--- src/rtl/riscv_pkg.sv ---
`default_nettype none
// ============================================================================
// Module   : riscv_pkg
// Brief    : Shared core-wide widths and constants for the fetch front end.
// Revision : 1.0 - initial release
// ============================================================================
package riscv_pkg;
  localparam int WORDSIZE   = 64;
  localparam int INSTRSIZE  = 32;
  localparam int INSTR_STEP = 4;
  localparam logic [31:0] NOP = 32'h0000_0013;
endpackage
`default_nettype wire

--- src/rtl/instruction_fetch_if.sv ---
`default_nettype none
// ============================================================================
// Module   : instruction_fetch_if
// Brief    : Instruction-memory req/ack bus plus decode valid/ready bus.
// Revision : 1.0 - initial release
// ============================================================================
interface instruction_fetch_if #(
  parameter int WORDSIZE  = riscv_pkg::WORDSIZE,
  parameter int INSTRSIZE = riscv_pkg::INSTRSIZE
);
  logic                 mem_req;
  logic [WORDSIZE-1:0]  mem_addr;
  logic                 mem_ack;
  logic [INSTRSIZE-1:0] mem_rdata;
  logic                 instr_valid;
  logic                 instr_ready;
  logic [INSTRSIZE-1:0] instr;
  logic [WORDSIZE-1:0]  instr_addr;

  modport master (
    output mem_req, mem_addr, instr_valid, instr, instr_addr,
    input  mem_ack, mem_rdata, instr_ready
  );

  modport slave (
    input  mem_req, mem_addr, instr_valid, instr, instr_addr,
    output mem_ack, mem_rdata, instr_ready
  );
endinterface
`default_nettype wire

--- src/rtl/instruction_fetch_queue.sv ---
`default_nettype none
// ============================================================================
// Module   : fetch_queue
// Brief    : Small registered FIFO with flush and a registered head output.
// Revision : 1.0 - initial release
// ============================================================================
module fetch_queue #(
  parameter int DEPTH = 2,
  parameter int WIDTH = 96
) (
  input  logic                       clk,
  input  logic                       reset,
  input  logic                       flush,
  input  logic                       push,
  input  logic [WIDTH-1:0]           push_data,
  input  logic                       pop,
  output logic                       full,
  output logic                       empty,
  output logic [$clog2(DEPTH):0]     count,
  output logic [WIDTH-1:0]           head
);
  localparam int c_AW = $clog2(DEPTH);
  localparam int c_CW = c_AW + 1;

  logic [WIDTH-1:0] r_mem [DEPTH];
  logic [c_AW-1:0]  r_rptr;
  logic [c_AW-1:0]  r_wptr;
  logic [c_CW-1:0]  r_count;
  logic [WIDTH-1:0] r_head;
  logic             w_do_pop;
  logic [c_AW-1:0]  w_rptr_next;
  logic [c_CW-1:0]  w_count_next;

  assign w_do_pop     = pop && (r_count != '0);
  assign w_rptr_next  = r_rptr + c_AW'(w_do_pop);
  assign w_count_next = r_count + c_CW'(push) - c_CW'(w_do_pop);

  // Head is registered so it keeps its last value once the queue drains.
  always_ff @(posedge clk) begin
    if (reset) begin
      r_rptr  <= '0;
      r_wptr  <= '0;
      r_count <= '0;
      r_head  <= '0;
    end else if (flush) begin
      r_rptr  <= '0;
      r_wptr  <= '0;
      r_count <= '0;
    end else begin
      if (push) begin
        r_mem[r_wptr] <= push_data;
        r_wptr        <= r_wptr + c_AW'(1);
      end
      r_rptr  <= w_rptr_next;
      r_count <= w_count_next;
      if (w_count_next != '0) begin
        r_head <= (push && (r_wptr == w_rptr_next)) ? push_data : r_mem[w_rptr_next];
      end
    end
  end

  assign full  = (r_count == c_CW'(DEPTH));
  assign empty = (r_count == '0);
  assign count = r_count;
  assign head  = r_head;
endmodule
`default_nettype wire

--- src/rtl/instruction_fetch.sv ---
`default_nettype none
// ============================================================================
// Module   : instruction_fetch
// Brief    : One-at-a-time instruction fetch with a small return queue.
// Revision : 1.0 - initial release
// ============================================================================
module instruction_fetch
  import riscv_pkg::*;
#(
  parameter int WORDSIZE  = riscv_pkg::WORDSIZE,
  parameter int INSTRSIZE = riscv_pkg::INSTRSIZE,
  parameter int QDEPTH    = 2
) (
  input  logic                clk,
  input  logic                reset,
  input  logic [WORDSIZE-1:0] pc_addr,
  output logic                pc_hold,
  input  logic                redirect,
  instruction_fetch_if.master bus
);
  localparam int c_CW = $clog2(QDEPTH) + 1;

  localparam logic [1:0] c_IDLE    = 2'd0;
  localparam logic [1:0] c_FETCH   = 2'd1;
  localparam logic [1:0] c_DISCARD = 2'd2;

  logic [1:0]                    r_state;
  logic [WORDSIZE-1:0]           r_mem_addr;
  logic [c_CW-1:0]               w_count;
  logic [c_CW-1:0]               w_count_next;
  logic                          w_full;
  logic                          w_empty;
  logic                          w_ack_ok;
  logic                          w_pop;
  logic [WORDSIZE+INSTRSIZE-1:0] w_head;

  assign w_ack_ok = (r_state == c_FETCH) && bus.mem_ack && !redirect;
  assign pc_hold  = !(w_ack_ok && !reset);
  assign w_pop    = !w_empty && bus.instr_ready;

  // A pop in the same cycle frees a slot, keeping zero-wait fetch at 1/cycle.
  assign w_count_next = w_count + c_CW'(1) - c_CW'(w_pop);

  always_ff @(posedge clk) begin
    if (reset) begin
      r_state    <= c_IDLE;
      r_mem_addr <= '0;
    end else begin
      case (r_state)
        c_IDLE: begin
          if (!redirect && !w_full) begin
            r_state    <= c_FETCH;
            r_mem_addr <= pc_addr;
          end
        end
        c_FETCH: begin
          if (redirect) begin
            r_state <= bus.mem_ack ? c_IDLE : c_DISCARD;
          end else if (bus.mem_ack) begin
            if (w_count_next < c_CW'(QDEPTH)) begin
              r_mem_addr <= pc_addr + WORDSIZE'(INSTR_STEP);
            end else begin
              r_state <= c_IDLE;
            end
          end
        end
        c_DISCARD: begin
          // The request already on the bus must complete; its data is dropped.
          if (bus.mem_ack) begin
            r_state <= c_IDLE;
          end
        end
        default: r_state <= c_IDLE;
      endcase
    end
  end

  fetch_queue #(
    .DEPTH (QDEPTH),
    .WIDTH (WORDSIZE + INSTRSIZE)
  ) u_queue (
    .clk       (clk),
    .reset     (reset),
    .flush     (redirect),
    .push      (w_ack_ok),
    .push_data ({r_mem_addr, bus.mem_rdata}),
    .pop       (w_pop),
    .full      (w_full),
    .empty     (w_empty),
    .count     (w_count),
    .head      (w_head)
  );

  assign bus.mem_req     = (r_state == c_FETCH) || (r_state == c_DISCARD);
  assign bus.mem_addr    = r_mem_addr;
  assign bus.instr_valid = !w_empty;
  assign bus.instr_addr  = w_head[WORDSIZE+INSTRSIZE-1:INSTRSIZE];
  assign bus.instr       = w_head[INSTRSIZE-1:0];
endmodule
`default_nettype wire

--- src/flat_wrapper.sv ---
// flat-port wrapper written by rule: the top's interface ports become plain ports
module instruction_fetch_flat import riscv_pkg::*;
#(
  parameter int WORDSIZE  = riscv_pkg::WORDSIZE,
  parameter int INSTRSIZE = riscv_pkg::INSTRSIZE,
  parameter int QDEPTH    = 2
)
  (clk, reset, pc_addr, pc_hold, redirect, bus_mem_req, bus_mem_addr, bus_instr_valid, bus_instr, bus_instr_addr, bus_mem_ack, bus_mem_rdata, bus_instr_ready);
  instruction_fetch_if #(.WORDSIZE(WORDSIZE), .INSTRSIZE(INSTRSIZE)) bus_i ();
  input  logic clk;
  input  logic reset;
  input  logic [WORDSIZE-1:0] pc_addr;
  output logic pc_hold;
  input  logic redirect;
  output wire logic [$bits(bus_i.mem_req)-1:0] bus_mem_req;
  output wire logic [$bits(bus_i.mem_addr)-1:0] bus_mem_addr;
  output wire logic [$bits(bus_i.instr_valid)-1:0] bus_instr_valid;
  output wire logic [$bits(bus_i.instr)-1:0] bus_instr;
  output wire logic [$bits(bus_i.instr_addr)-1:0] bus_instr_addr;
  input wire logic [$bits(bus_i.mem_ack)-1:0] bus_mem_ack;
  input wire logic [$bits(bus_i.mem_rdata)-1:0] bus_mem_rdata;
  input wire logic [$bits(bus_i.instr_ready)-1:0] bus_instr_ready;
  assign bus_mem_req = bus_i.mem_req;
  assign bus_mem_addr = bus_i.mem_addr;
  assign bus_instr_valid = bus_i.instr_valid;
  assign bus_instr = bus_i.instr;
  assign bus_instr_addr = bus_i.instr_addr;
  assign bus_i.mem_ack = bus_mem_ack;
  assign bus_i.mem_rdata = bus_mem_rdata;
  assign bus_i.instr_ready = bus_instr_ready;
  instruction_fetch #(.WORDSIZE(WORDSIZE), .INSTRSIZE(INSTRSIZE), .QDEPTH(QDEPTH)) u_core (.clk(clk), .reset(reset), .pc_addr(pc_addr), .pc_hold(pc_hold), .redirect(redirect), .bus(bus_i));
endmodule
--- config.mk ---
export PLATFORM = sky130hd
export DESIGN_NAME = instruction_fetch_flat
export DESIGN_NICKNAME = d
export VERILOG_FILES = /design/src/rtl/riscv_pkg.sv /design/src/rtl/instruction_fetch_if.sv /design/src/rtl/instruction_fetch_queue.sv /design/src/rtl/instruction_fetch.sv /design/src/flat_wrapper.sv
export SDC_FILE = /design/constraint.sdc
export NUM_CORES = 1
export LEC_CHECK = 0
export CORE_UTILIZATION = 30
export DETAILED_ROUTE_END_ITERATION = 7
export PLACE_DENSITY = 0.57
export SLEW_MARGIN = 0
export SYNTH_ARGS = -nofsm -noshare
export SYNTH_HDL_FRONTEND = slang
export SYNTH_HIERARCHICAL = 1
export SYNTH_SLANG_ARGS = --single-unit
--- constraint.sdc ---
create_clock -name clk -period 7.5 [get_ports clk]
set_clock_uncertainty 0.2 [all_clocks]
set_input_delay 1.5 -clock clk [delete_from_list [all_inputs] [get_ports clk]]
set_output_delay 1.5 -clock clk [all_outputs]
set_load 0.01 [all_outputs]
==> summary by stage, run 1 <==
CTS
The later pin in the worst-skew pair is clocked with a latency of roughly 0.55 ns. After clock tree synthesis, the flow added hold-fix buffers numbering 0. The count of buffers added by post-CTS timing repair for setup is 0. The number of levels in the clock H-tree is 2. The clock passes through at most 3 buffers.

The CTS tree is done. The number of gates resized after CTS was 0. The total number of clock tree sinks is around 360. After clock tree synthesis, the clock-pin slew on the worst setup and hold paths is around 0.05 ns. Counting the buffers created by CTS gives between 40 and 50. The tree is rooted in a sky130_fd_sc_hd__clkbuf_16.

Route
Dividing the detail-routed via count by the number of cells gives about 4.8. In this run the remaining antenna-violating nets after routing total 0. The routed wirelength normalized by instance count is between 15 and 20 um. For this run, design rule violations remaining after detail routing come to 0. The detailed router finished its first iteration with ~580 violations. The detailed-route via count is around 10000. After detailed routing, the total wire length is approximately 43000 um. Before antenna repair, the detailed router went through 5 iterations.

Yosys
The post-synthesis xor/xnor area fraction is 0.0375. In the synthesized netlist, the cells that appear most often are 192 x sky130_fd_sc_hd__edfxtp_1, 166 x sky130_fd_sc_hd__dfxtp_1, 113 x sky130_fd_sc_hd__inv_1, 103 x sky130_fd_sc_hd__mux2i_1, 97 x sky130_fd_sc_hd__nand3b_1. In this run, synthesis inferred 192 flip-flops with an integrated enable. In the post-synthesis netlist, the cell with the most instances is sky130_fd_sc_hd__edfxtp_1. Of all cell types, the one taking the most synthesized area is sky130_fd_sc_hd__edfxtp_1. Measured against the total synthesized area, the mux share comes to 0.0673. The complex-gate fraction of the synthesized area is 0.109. The top flip-flop cell by instance count after synthesis is sky130_fd_sc_hd__edfxtp_1.

The average instance area after synthesis is approximately 13 um2. Of the total synthesized cell area, the portion taken by AND, OR, NAND and NOR gates is 0.132. The main combinational cell family by area after synthesis is simple AND/OR/NAND/NOR gates. Yosys printed 6 warnings. By area the synthesized netlist is led by sky130_fd_sc_hd__edfxtp_1 38%, sky130_fd_sc_hd__dfxtp_1 22%, sky130_fd_sc_hd__mux2i_1 6.7%. The post-synthesis sequential area ratio is 0.594.

Counting every net in the synthesized netlist gives ~1300. The share of flip-flops with an asynchronous set or reset is 0. The number of synthesized register bits is ~360.

The count of unique library cells instantiated by Yosys is 51. The fraction of the mapped netlist area in adder cells is 0.00572. The post-synthesis cell count is 1204. The area of the mapped netlist is roughly 15000 um2. The top-area cell type share of the netlist area is 0.377.

Worst hold path
The startpoint identified for the worst hold timing path is u_core/u_queue/head[17]$_SDFFE_PP0P_. The path with the worst hold slack has its endpoint at u_core/u_queue/head[17]$_SDFFE_PP0P_. The instance count along the most critical hold path is 2. The worst hold path belongs to the class register to register.

Worst setup path
Data arrives at the worst endpoint at roughly 3.2 ns. The critical-path maximum fanout is 11. The required arrival time at the worst endpoint is around 5.8 ns. The kind of start point of the critical path is an input port. In this run the critical register-to-register path is captured at u_core/u_queue/head[82]$_SDFFE_PP0P_.

In this run the critical register-to-register path is launched from u_core/u_queue/count[1]$_SDFF_PP0_. The delay of the slowest cell on the worst path is 0.59 ns. The slack of the worst reg-to-reg path is 3.93 ns. The logic depth of the worst register-to-register path is 11. Walking the worst path, the cells encountered are clkdlybuf4s50_1 -> nand3b_1 -> or2_2 -> clkdlybuf4s50_1. The largest individual stage delay along the critical path comes from the cell sky130_fd_sc_hd__clkdlybuf4s50_1. The most numerous cell type found on the critical path is sky130_fd_sc_hd__clkdlybuf4s50_1. The worst setup path is of the input port to output port kind. STA classifies the critical path endpoint as an output port.

Pwr
In this run the static leakage power is about 7.3 nW. The overall power is 0.00496 W. The total power per unit cell area is 249 nW/um2. IR analysis of the VDD net gives a maximum drop of 0.000123 V.

Placement
Buffers placed on the I/O ports in this run total ~260. Once placement completed, the tool counted placed cells totaling between 2000 and 2500. The detailed placement HPWL is 27700 um. The routability congestion estimate is about 0.77.

Global routing
The via count of the first global-routing pass is about 10000. The total overflow left after global routing is 0. Entering global routing, the biggest net connects around 90 pins. The first global-routing pass estimated roughly 66000 um of wire. The initial antenna violation count is 2. Across every metal layer, demand over resource in global routing totals 0.163.

Final layout
Once layout is complete, the utilization of the core stands at 0.397. Counting the fill cells in the layout gives around 4800. The post-synthesis to final-layout area growth is 30.3%. In the final layout, the share of cells above drive strength 1 is 0.117.

For this run, the post-layout net count is about 1600. The number of standard cells in the layout, taps in and fillers out is between 2000 and 2500.

Timing
The max-slew violation count is 0. The final cycle utilization of the critical path is 0.657. Summed over all failing endpoints, the final setup total negative slack is 0 ns.

The count of final setup violators is 0. The final hold violation count was 0. The slew at the pin closest to its max-slew limit is around 1.1 ns.

Based on the critical path, the design can be clocked at up to 0.203 GHz. Setup repair after global routing left no endpoint under its margin. The clock period minus final worst setup slack is 4.93 ns. The normalized max-slew margin is 0.284.

Floorplanning
The row count is 82. During I/O placement, the number of pins put on the boundary was approximately 260. The initial core utilization is 0.305. The region available for standard cell placement spans around 50000 um2. The area of the die is a little over 50000 um2. The height of the die is approximately 230 um. In this run the horizontal extent of the chip is approximately 230 um.

Job
Max-cap violations in this run came to 0.

Run status
The run finished with clean final reports.
-- stage by stage --
stage	hold WS, ns	worst slack (ns)	cell area [um2]
floorplan	0.287	0.875	15300
global placement	0.283	2.45	18600
detailed placement	0.285	2.39	18600
CTS	0.305	2.55	19900
global route	0.332	2.50	19900
finish	0.304	2.57	19900
-- cells by family after synthesis --
| kind of cell | Yosys count |
|---|---|
| DFF | 358 |
| and+or+nand+nor | 317 |
| buffers and inverters | 189 |
| AOI/OAI and AO/OA | 166 |
| muxes | 103 |
| xor gates and xnor gates | 64 |
| adders and majority gates | 7 |
-- layout by cell type (no fill, tap or decap), types with 3 or more instances in the layout --
master and n:
sky130_fd_sc_hd__o221ai_1 56, sky130_fd_sc_hd__nor4_2 6, sky130_fd_sc_hd__clkbuf_16 46, sky130_fd_sc_hd__nand3b_1 97
sky130_fd_sc_hd__ha_1 7, sky130_fd_sc_hd__edfxtp_1 192, sky130_fd_sc_hd__or3_1 5, sky130_fd_sc_hd__and2_1 6
sky130_fd_sc_hd__nor4_1 3, sky130_fd_sc_hd__clkbuf_1 8, sky130_fd_sc_hd__xnor2_1 39, sky130_fd_sc_hd__nand3_1 15
sky130_fd_sc_hd__nand2_1 23, sky130_fd_sc_hd__mux2i_1 103, sky130_fd_sc_hd__xor2_1 23, sky130_fd_sc_hd__dfxtp_1 166
sky130_fd_sc_hd__clkbuf_8 3, sky130_fd_sc_hd__clkinv_1 3, sky130_fd_sc_hd__o221ai_2 40, sky130_fd_sc_hd__nor3_2 8
sky130_fd_sc_hd__o21ai_0 3, sky130_fd_sc_hd__clkinv_2 6, sky130_fd_sc_hd__nand4_1 22, sky130_fd_sc_hd__clkdlybuf4s50_1 262
sky130_fd_sc_hd__buf_4 16, sky130_fd_sc_hd__and3_1 8, sky130_fd_sc_hd__nor3_1 10, sky130_fd_sc_hd__inv_1 113
sky130_fd_sc_hd__inv_6 3, sky130_fd_sc_hd__nand4_4 6, sky130_fd_sc_hd__clkinvlp_4 4, sky130_fd_sc_hd__a211oi_1 47
sky130_fd_sc_hd__nor2_1 88, sky130_fd_sc_hd__a211oi_2 11
-- critical path: cells and delay by family --
family | cells | cell delay (ns)
buffers and inverters | 2 | 1.08
AND/OR/NAND/NOR | 2 | 0.63
-- layout make-up --
| cell class | count | area, um2 | area share |
|---|---|---|---|
| diodes | 2 | 5.00 | 0.000251 |
| clock buffers | 57 | 1220 | 0.0613 |
| well taps | 672 | 841 | 0.0422 |
| multi-input cells | 657 | 5430 | 0.272 |
| clock inverters | 18 | 158 | 0.00790 |
| flip-flops and latches | 358 | 9090 | 0.456 |
| inverters | 113 | 424 | 0.0213 |
| repair buffers | 280 | 2780 | 0.139 |
-- where the power goes --
part	switching (W)	internal [W]	total, W
registers	0.000120	0.00219	0.00231
clock network	0.000811	0.00121	0.00203
logic	0.000321	0.000303	0.000624
-- metal layers --
layer | vias to the layer above | track usage | share of wire
met2 | 257 | 0.261 | 0.47
met4 | 0 | 0.0533 | 0.025
met3 | 68 | 0.0343 | 0.052
met5 | - | 0 | 0
met1 | 5122 | 0.219 | 0.45
li1 | 4973 | - | -
-- flip-flops by register name, indices dropped and copies added (netlist names) --
register and flops:
u_core/u_queue/head 96, u_core/u_queue/count 2, u_core/bus.mem_addr 64, u_core/u_queue/r_wptr 1, u_core/u_queue/r_mem 192, u_core/u_queue/r_rptr 1, u_core/r_state 2
-- worst max path at each step --
stage | slack, ns | cells past startpoint | from | endpoint
after CTS | 2.55 | 4 | redirect | pc_hold
after global placement | 2.45 | 11 | bus_instr_ready | u_core/u_queue/head[85]$_SDFFE_PP0P_
after floorplan | 0.87 | 4 | redirect | u_core/u_queue/r_mem[0][0]$_DFFE_PP_
after global routing | 2.50 | 4 | redirect | pc_hold
final | 2.57 | 4 | redirect | pc_hold
after detailed placement | 2.39 | 11 | bus_instr_ready | u_core/u_queue/head[95]$_SDFFE_PP0P_
No activity file was read; power rests on OpenSTA's default activity.
==> inputs of run 2 (changes only) <==
--- a/config.mk
+++ b/config.mk
@@ -7,7 +7,7 @@
 export LEC_CHECK = 0
 export CORE_UTILIZATION = 30
 export DETAILED_ROUTE_END_ITERATION = 7
-export PLACE_DENSITY = 0.57
+export PLACE_DENSITY = 0.59
 export SLEW_MARGIN = 0
 export SYNTH_ARGS = -nofsm -noshare
 export SYNTH_HDL_FRONTEND = slang
==> constraint.sdc (replaced) <==
create_clock -name clk -period 4 [get_ports clk]
set_clock_uncertainty 0.2 [all_clocks]
set_input_delay 0.8 -clock clk [delete_from_list [all_inputs] [get_ports clk]]
set_output_delay 0.8 -clock clk [all_outputs]
set_load 0.01 [all_outputs]
==> run 2 against run 1 <==
Non-clock buffer count grew 14. Register-to-register slack lost 3.1 ns. First-iteration DRC count grew 13%. Critical path depth grew 2. Sequential share of layout area shrank 0.70 points. Die area is the same. Critical path type is now register to output port.
==> summary by stage, run 2 (synthesized netlist as in run 1, its figures left out) <==
Worst setup path
The logic depth of the worst register-to-register path is 10 (was 11). The delay of the slowest cell on the worst path is 0.48 ns (was 0.59 ns). The buffer and inverter count on the worst path is 3 (was 2). The kind of start point of the critical path is a register (was input port).

The path length in cells of the critical path is 6 (was 4). The critical-path maximum fanout came to 9 (was 11). The standard cell with the maximum stage delay on the critical path is sky130_fd_sc_hd__clkdlybuf4s50_1 (unchanged). The data arrival time of the critical path came to 2.52 ns (was 3.23 ns). The critical setup path kind is register to output port (was input port to output port). The nature of the critical path endpoint was an output port (unchanged). Cell-by-cell trace of the critical path: inv_1 -> ha_1 -> nand3b_1 -> buf_4 -> or2_2 -> clkdlybuf4s50_1 (was clkdlybuf4s50_1 -> nand3b_1 -> or2_2 -> clkdlybuf4s50_1). The required arrival time at the worst endpoint is 3.00 ns (was 5.80 ns). The gate family responsible for the most delay along the worst path was buffers and inverters (unchanged).

Final layout
The final design utilization is 0.403 (was 0.397). The number of standard cells in the layout, taps in and fillers out was 2174 (was 2157). The top register by number of flip-flops was u_core/u_queue/r_mem (unchanged). The flip-flop count of the largest register, all copies and words added was 192 (unchanged). The fill cell total of the finished layout is 4780 (was 4791). The final instance area is 20300 um2 (was 19900 um2). The share of post-route cells with drive strength above 1 is 0.124 (was 0.117).

The leading cell type in the layout, fill and taps excluded is sky130_fd_sc_hd__clkdlybuf4s50_1 (unchanged). The final layout net count was 1574 (was 1560). The post-synthesis to final-layout area growth was 32.3% (was 30.3%).

Commonest cells after routing, fill and taps aside: 262 x sky130_fd_sc_hd__clkdlybuf4s50_1, 192 x sky130_fd_sc_hd__edfxtp_1, 166 x sky130_fd_sc_hd__dfxtp_1 (unchanged). The storage element area is 9090 um2 (unchanged). The area occupied by multi-input gates came to 5430 um2 (unchanged).

Placement
The routability congestion estimate was 0.785 (was 0.766). The number of placed instances with taps included came to 2094 (was 2080). The count of input and output buffers is 263 (unchanged).

The detailed placement HPWL is 27200 um (was 27700 um). The placed instance area is 18800 um2 (was 18600 um2).

Floorplanning
The initial core utilization came to 0.305 (unchanged). The count of boundary I/O pins is 264 (unchanged). The overall die width is 228 um (unchanged).

The area of the die came to 51900 um2 (unchanged). The area inside the core boundary is 50300 um2 (unchanged). The row count is 82 (unchanged). The height of the die is 228 um (unchanged).

Global routing
The via count of the first global-routing pass is 10500 (was 10400). The first-pass GRT wire length was 64900 um (was 65500 um). The initial antenna violation count is 2 (unchanged). The maximum number of pins on one net before global-route repair is 169 (was 89). The global-route usage over all layers is 0.160 (was 0.163). The global-route congestion overflow total came to 0 (unchanged).

Route
The final routed wirelength across all metal layers came to 42100 um (was 42700 um). The highest routing layer actually used is met4 (unchanged). The met3 layer wire length in the routed design came to 1960 um (was 2200 um). The violation count after the first detailed-route iteration was 658 (was 583). The post-route antenna net violation count is 0 (unchanged). The routed wirelength normalized by instance count is 19.4 um (was 19.8 um). The detail-routed via count per cell came to 4.78 (was 4.83). The detailed-route via count was 10400 (about the same). The post-route DRC violation count is 0 (unchanged).

The routed wire length on met2 came to 19600 um (was 20100 um). The wire length on met1 is 19500 um (was 19300 um). The number of optimization iterations in the first detailed-route pass is 4 (was 5).

Timing
The normalized max-slew margin is 0.207 (was 0.284). Subtracting the final worst setup slack from the clock period gives ~3.5 ns. The final cycle utilization of the critical path is 0.881.

The slew at the pin closest to its max-slew limit is 1.19 ns (was 1.07 ns). The max-slew violation count came to 0 (unchanged). Setup repair after global routing missed its margin: false (unchanged). The final hold violation count was 0 (unchanged). The sum of negative setup slack is 0 ns (unchanged). The count of final setup violators is 0 (unchanged). Derived from the worst setup path, the maximum achievable clock frequency is between 0.2 and 0.3 GHz.

Pwr
The maximum ir drop on the vdd rail is 0.000259 V (was 0.000123 V). The total power per unit cell area was 466 nW/um2 (was 249 nW/um2). The leakage power of the design came to 7.43 nW (was 7.26 nW).

Run status
Outcome: complete, no violations (unchanged).

Job
The max-cap check violation count is 0 (unchanged).

Worst hold path
The type of the most critical hold path is register to register (unchanged). The instance count along the most critical hold path is 2 (unchanged).

CTS
The cts-stage hold buffer count came to 0 (unchanged). The clock edge transition at the registers on the reported setup and hold paths was 0.06 ns (was 0.05 ns). The CTS root buffer is sky130_fd_sc_hd__clkbuf_16 (unchanged). The CTS tree is done (unchanged).

The CTS buffer count is 42 (unchanged). The count of buffers added by post-CTS timing repair for setup came to 0 (unchanged). The number of levels in the clock H-tree is 2 (unchanged). The maximum count of clock buffers along a single path is 3 (unchanged). The post-cts sizing count came to 0 (unchanged). The later-pin clock latency in the skew report is 0.56 ns (was 0.55 ns). The total number of clock tree sinks is 358 (unchanged).
## run 2: layout make-up
cell class / instances / share of cell area
timing repair buffer: 294 / 0.151
clock buffer: 64 / 0.0626
inverter: 113 / 0.0209
antenna: 2 / 0.000247
sequential: 358 / 0.449
clock inverter: 14 / 0.00760
tap: 672 / 0.0415
multi-input combinational: 657 / 0.268
## run 2: where the power goes
group / internal, W / switching, W / total (W)
Clock: 0.00239 / 0.00151 / 0.00389
Combinational: 0.000610 / 0.000612 / 0.00122
Sequential: 0.00411 / 0.000222 / 0.00433
Total: 0.00710 / 0.00234 / 0.00945
## run 2: stage by stage
| stage | setup slack [ns] | hold WS [ns] | total power [W] |
|---|---|---|---|
| floorplan | 0.756 | 0.287 | 0.00492 |
| global placement | 0.182 | 0.282 | 0.00562 |
| detailed placement | 0.149 | 0.282 | 0.00564 |
| CTS | 0.399 | 0.306 | 0.00958 |
| global route | 0.316 | 0.326 | 0.00984 |
| finish | 0.476 | 0.303 | 0.00945 |
## run 2: path summary, 6_finish.rpt
path	from	to	slack (ns)
max reg2reg	u_core/r_state[1]$_SDFFE_PP0P_	u_core/u_queue/head[73]$_SDFFE_PP0P_	0.81
min reg2reg	u_core/u_queue/head[66]$_SDFFE_PP0P_	u_core/u_queue/head[66]$_SDFFE_PP0P_	0.30
max	u_core/r_state[1]$_SDFFE_PP0P_	pc_hold	0.48
min	u_core/u_queue/head[66]$_SDFFE_PP0P_	u_core/u_queue/head[66]$_SDFFE_PP0P_	0.30
## run 2: tightest hold or removal path: cells and delay by family (launching register included)
family / cells / cell delay (ns)
DFF: 1 / 0.32
and+or+nand+nor: 1 / 0.08
AOI/OAI and AO/OA: 1 / 0.07
## run 2: routing by layer
layer  vias to the layer above  GRT usage
met3                        58     0.0336
met4                         0     0.0493
met1                      5082      0.216
met5                         -          0
li1                       4995          -
met2                       252      0.254
==> inputs of run 3 (changes only) <==
--- a/config.mk
+++ b/config.mk
@@ -5,7 +5,9 @@
 export SDC_FILE = /design/constraint.sdc
 export NUM_CORES = 1
 export LEC_CHECK = 0
+export CORE_MARGIN = 2
 export CORE_UTILIZATION = 30
+export CTS_CLUSTER_SIZE = 28
 export DETAILED_ROUTE_END_ITERATION = 7
 export PLACE_DENSITY = 0.59
 export SLEW_MARGIN = 0
==> run 3 against run 2 <==
Cell area decreased by 0.43%. Combinational power barely moved. Fmax rose by 5.6%. Sequential cell count is the same. Global-route usage up 0.32 points. Critical endpoint unchanged. Largest power group unchanged.
==> summary by stage, run 3 (synthesized netlist as in run 1, its figures left out) <==
Global routing
The global-route usage over all layers is 0.163 (was 0.160). The global-route congestion overflow total is 0 (unchanged). The met3 routing resource usage after global routing came to 0.0327 (was 0.0336). The initial antenna violation count was 3 (was 2). The maximum number of pins on one net before global-route repair is 68 (was 169). The first-pass GRT wire length is 67000 um (was 64900 um). The via count of the first global-routing pass was 10800 (was 10500). The global routing met2 resource utilization came to 0.262 (was 0.254). The layer with the highest usage is met2 (unchanged). The global-route met1 utilization is 0.222 (was 0.216).

Worst setup path
The critical setup path kind is input port to output port (was register to output port). The required arrival time at the worst endpoint came to 3.00 ns (about the same). The kind of start point of the critical path is an input port (was register). The nature of the critical path endpoint was an output port (unchanged). The slack of the worst reg-to-reg path is 0.96 ns (was 0.81 ns). The logic depth of the worst register-to-register path was 11 (was 10). The buffer and inverter count on the worst path is 2 (was 3). The standard cell with the maximum stage delay on the critical path is sky130_fd_sc_hd__clkdlybuf4s50_1 (unchanged). The critical-path maximum fanout is 3 (was 9). The capture instance of the worst register-to-register path was u_core/u_queue/head[82]$_SDFFE_PP0P_ (was u_core/u_queue/head[73]$_SDFFE_PP0P_).

The startpoint of the most critical register-to-register path is u_core/u_queue/count[1]$_SDFF_PP0_ (was u_core/r_state[1]$_SDFFE_PP0P_). The data arrival time of the critical path is 2.34 ns (was 2.52 ns). The most frequent cell on the critical path is sky130_fd_sc_hd__clkdlybuf4s50_1. Cell-by-cell trace of the critical path: clkdlybuf4s50_1 -> nand3b_1 -> or2_2 -> clkdlybuf4s50_1 (was inv_1 -> ha_1 -> nand3b_1 -> buf_4 -> or2_2 -> clkdlybuf4s50_1). The gate family responsible for the most delay along the worst path is buffers and inverters (unchanged). The delay of the slowest cell on the worst path is 0.49 ns (was 0.48 ns).

CTS
The later-pin clock latency in the skew report is 0.55 ns (was 0.56 ns). The clock edge transition at the registers on the reported setup and hold paths is 0.06 ns (about the same). The post-cts sizing count came to 0 (unchanged). The cts-stage hold buffer count is 0 (unchanged). The CTS tree is done (unchanged).

The count of buffers added by post-CTS timing repair for setup is 0 (unchanged). The number of levels in the clock H-tree was 2 (unchanged). The CTS root buffer is sky130_fd_sc_hd__clkbuf_16 (unchanged). The total number of clock tree sinks is 358 (unchanged). The maximum count of clock buffers along a single path was 3 (unchanged). The CTS buffer count is 41 (was 42).

Final layout
The final layout net count is 1575 (was 1574). The flip-flop count of the largest register, all copies and words added is 192 (unchanged). The top register by number of flip-flops was u_core/u_queue/r_mem (unchanged). The number of standard cells in the layout, taps in and fillers out is 2173 (was 2174).

The final design utilization came to 0.401 (was 0.403). Commonest cells after routing, fill and taps aside: 262 x sky130_fd_sc_hd__clkdlybuf4s50_1, 192 x sky130_fd_sc_hd__edfxtp_1, 166 x sky130_fd_sc_hd__dfxtp_1 (unchanged). The leading cell type in the layout, fill and taps excluded is sky130_fd_sc_hd__clkdlybuf4s50_1 (unchanged). The post-synthesis to final-layout area growth came to 31.7% (was 32.3%).

The share of post-route cells with drive strength above 1 is 0.122 (was 0.124).

Timing
The final hold violation count is 0 (unchanged). Setup repair after global routing missed its margin: false (unchanged). The slew at the pin closest to its max-slew limit is 0.776 ns (was 1.19 ns). The count of final setup violators is 0 (unchanged). The sum of negative setup slack is 0 ns (unchanged). The clock period minus final worst setup slack is 3.34 ns (was 3.52 ns). The max-slew violation count was 0 (unchanged). The achievable clock frequency came to 0.300 GHz (was 0.284 GHz).

The final-layout worst hold slack was 0.299 ns (was 0.303 ns). The final cycle utilization of the critical path was 0.834 (was 0.881). The normalized max-slew margin is 0.478 (was 0.207).

Route
The detailed-route via count is 10500 (was 10400). The routed wirelength normalized by instance count is 20.0 um (was 19.4 um). The violation count after the first detailed-route iteration was 561 (was 658).

The post-route antenna net violation count is 0 (unchanged). The number of optimization iterations in the first detailed-route pass is 4 (unchanged). The detail-routed via count per cell came to 4.83 (was 4.78). The post-route DRC violation count is 0 (unchanged). The final routed wirelength across all metal layers is 43400 um (was 42100 um).

Worst hold path
The destination of the worst hold path is u_core/u_queue/head[17]$_SDFFE_PP0P_ (was u_core/u_queue/head[66]$_SDFFE_PP0P_). The type of the most critical hold path is register to register (unchanged). The hold path startpoint is u_core/u_queue/head[17]$_SDFFE_PP0P_ (was u_core/u_queue/head[66]$_SDFFE_PP0P_). The instance count along the most critical hold path was 2 (unchanged).

Pwr
The overall power is 0.00930 W (was 0.00945 W). The maximum ir drop on the vdd rail is 0.000235 V (was 0.000259 V). The leakage power of the design came to 7.38 nW (was 7.43 nW). The total power per unit cell area is 461 nW/um2 (was 466 nW/um2).

Floorplanning
The row count is 82 (unchanged). The area inside the core boundary is 50300 um2 (unchanged). The overall die width is 230 um (was 228 um). The initial core utilization is 0.305 (unchanged). The area of the die is 52900 um2 (was 51900 um2). The height of the die was 230 um (was 228 um). The count of boundary I/O pins came to 264 (unchanged).

Placement
The number of placed instances with taps included is 2096 (was 2094). The count of input and output buffers was 263 (unchanged). The routability congestion estimate was 0.783 (was 0.785). The detailed placement HPWL is 28300 um (was 27200 um).

Job
The max-cap check violation count is 0 (unchanged).

Run status
Outcome: complete, no violations (unchanged).
==> run 3: cell types whose count changed in the layout (fill, tap and decap cells not counted), sizes merged <==
cell	delta
inv	+1
bufinv	+2
clkinvlp	+3
clkinv	+1
clkbuf	-10
buf	+2
==> run 3: per-stage QoR <==
| stage | instance area, um2 | setup slack (ns) |
|---|---|---|
| after CTS | 20200 | 0.622 |
| after floorplan | 15300 | 0.756 |
| final | 20200 | 0.663 |
| after global placement | 18800 | 0.143 |
| after detailed placement | 18800 | 0.151 |
| after global routing | 20200 | 0.524 |
==> run 3: final cells by class <==
| type | count | area, um2 |
|---|---|---|
| multi-input combinational | 657 | 5430 |
| fill | 4768 | 30100 |
| timing repair buffer | 296 | 3050 |
| tap | 672 | 841 |
| sequential | 358 | 9090 |
| clock buffer | 54 | 1090 |
| clock inverter | 21 | 238 |
| inverter | 113 | 424 |
| antenna | 2 | 5.00 |
==> run 3: routing by layer <==
layer	share of wire	up-vias
met1	0.46	5191
met2	0.47	238
met5	0.00030	-
li1	-	5006
met3	0.046	62
met4	0.022	2
==> run 3: tightest hold or removal path, cell delays in order (launching register included) <==
cell                       delay, ns
sky130_fd_sc_hd__dfxtp_1        0.33
sky130_fd_sc_hd__nand3b_1       0.07
sky130_fd_sc_hd__o221ai_1       0.06
==> run 3: where the power goes <==
part / internal, W / switching [W]
clock network: 0.00225 / 0.00149
registers: 0.00411 / 0.000222
logic: 0.000601 / 0.000627
total: 0.00696 / 0.00234
==> run 3: how the worst max path moves through the flow <==
stage / to / start / depth (start not counted) / slack, ns
after detailed placement: u_core/u_queue/head[51]$_SDFFE_PP0P_ / bus_instr_ready / 11 / 0.15
after global routing: u_core/u_queue/head[32]$_SDFFE_PP0P_ / bus_instr_ready / 11 / 0.52
final: pc_hold / redirect / 4 / 0.66
after CTS: pc_hold / redirect / 4 / 0.62
after floorplan: u_core/u_queue/r_mem[0][0]$_DFFE_PP_ / redirect / 4 / 0.76
after global placement: u_core/u_queue/head[53]$_SDFFE_PP0P_ / bus_instr_ready / 11 / 0.14
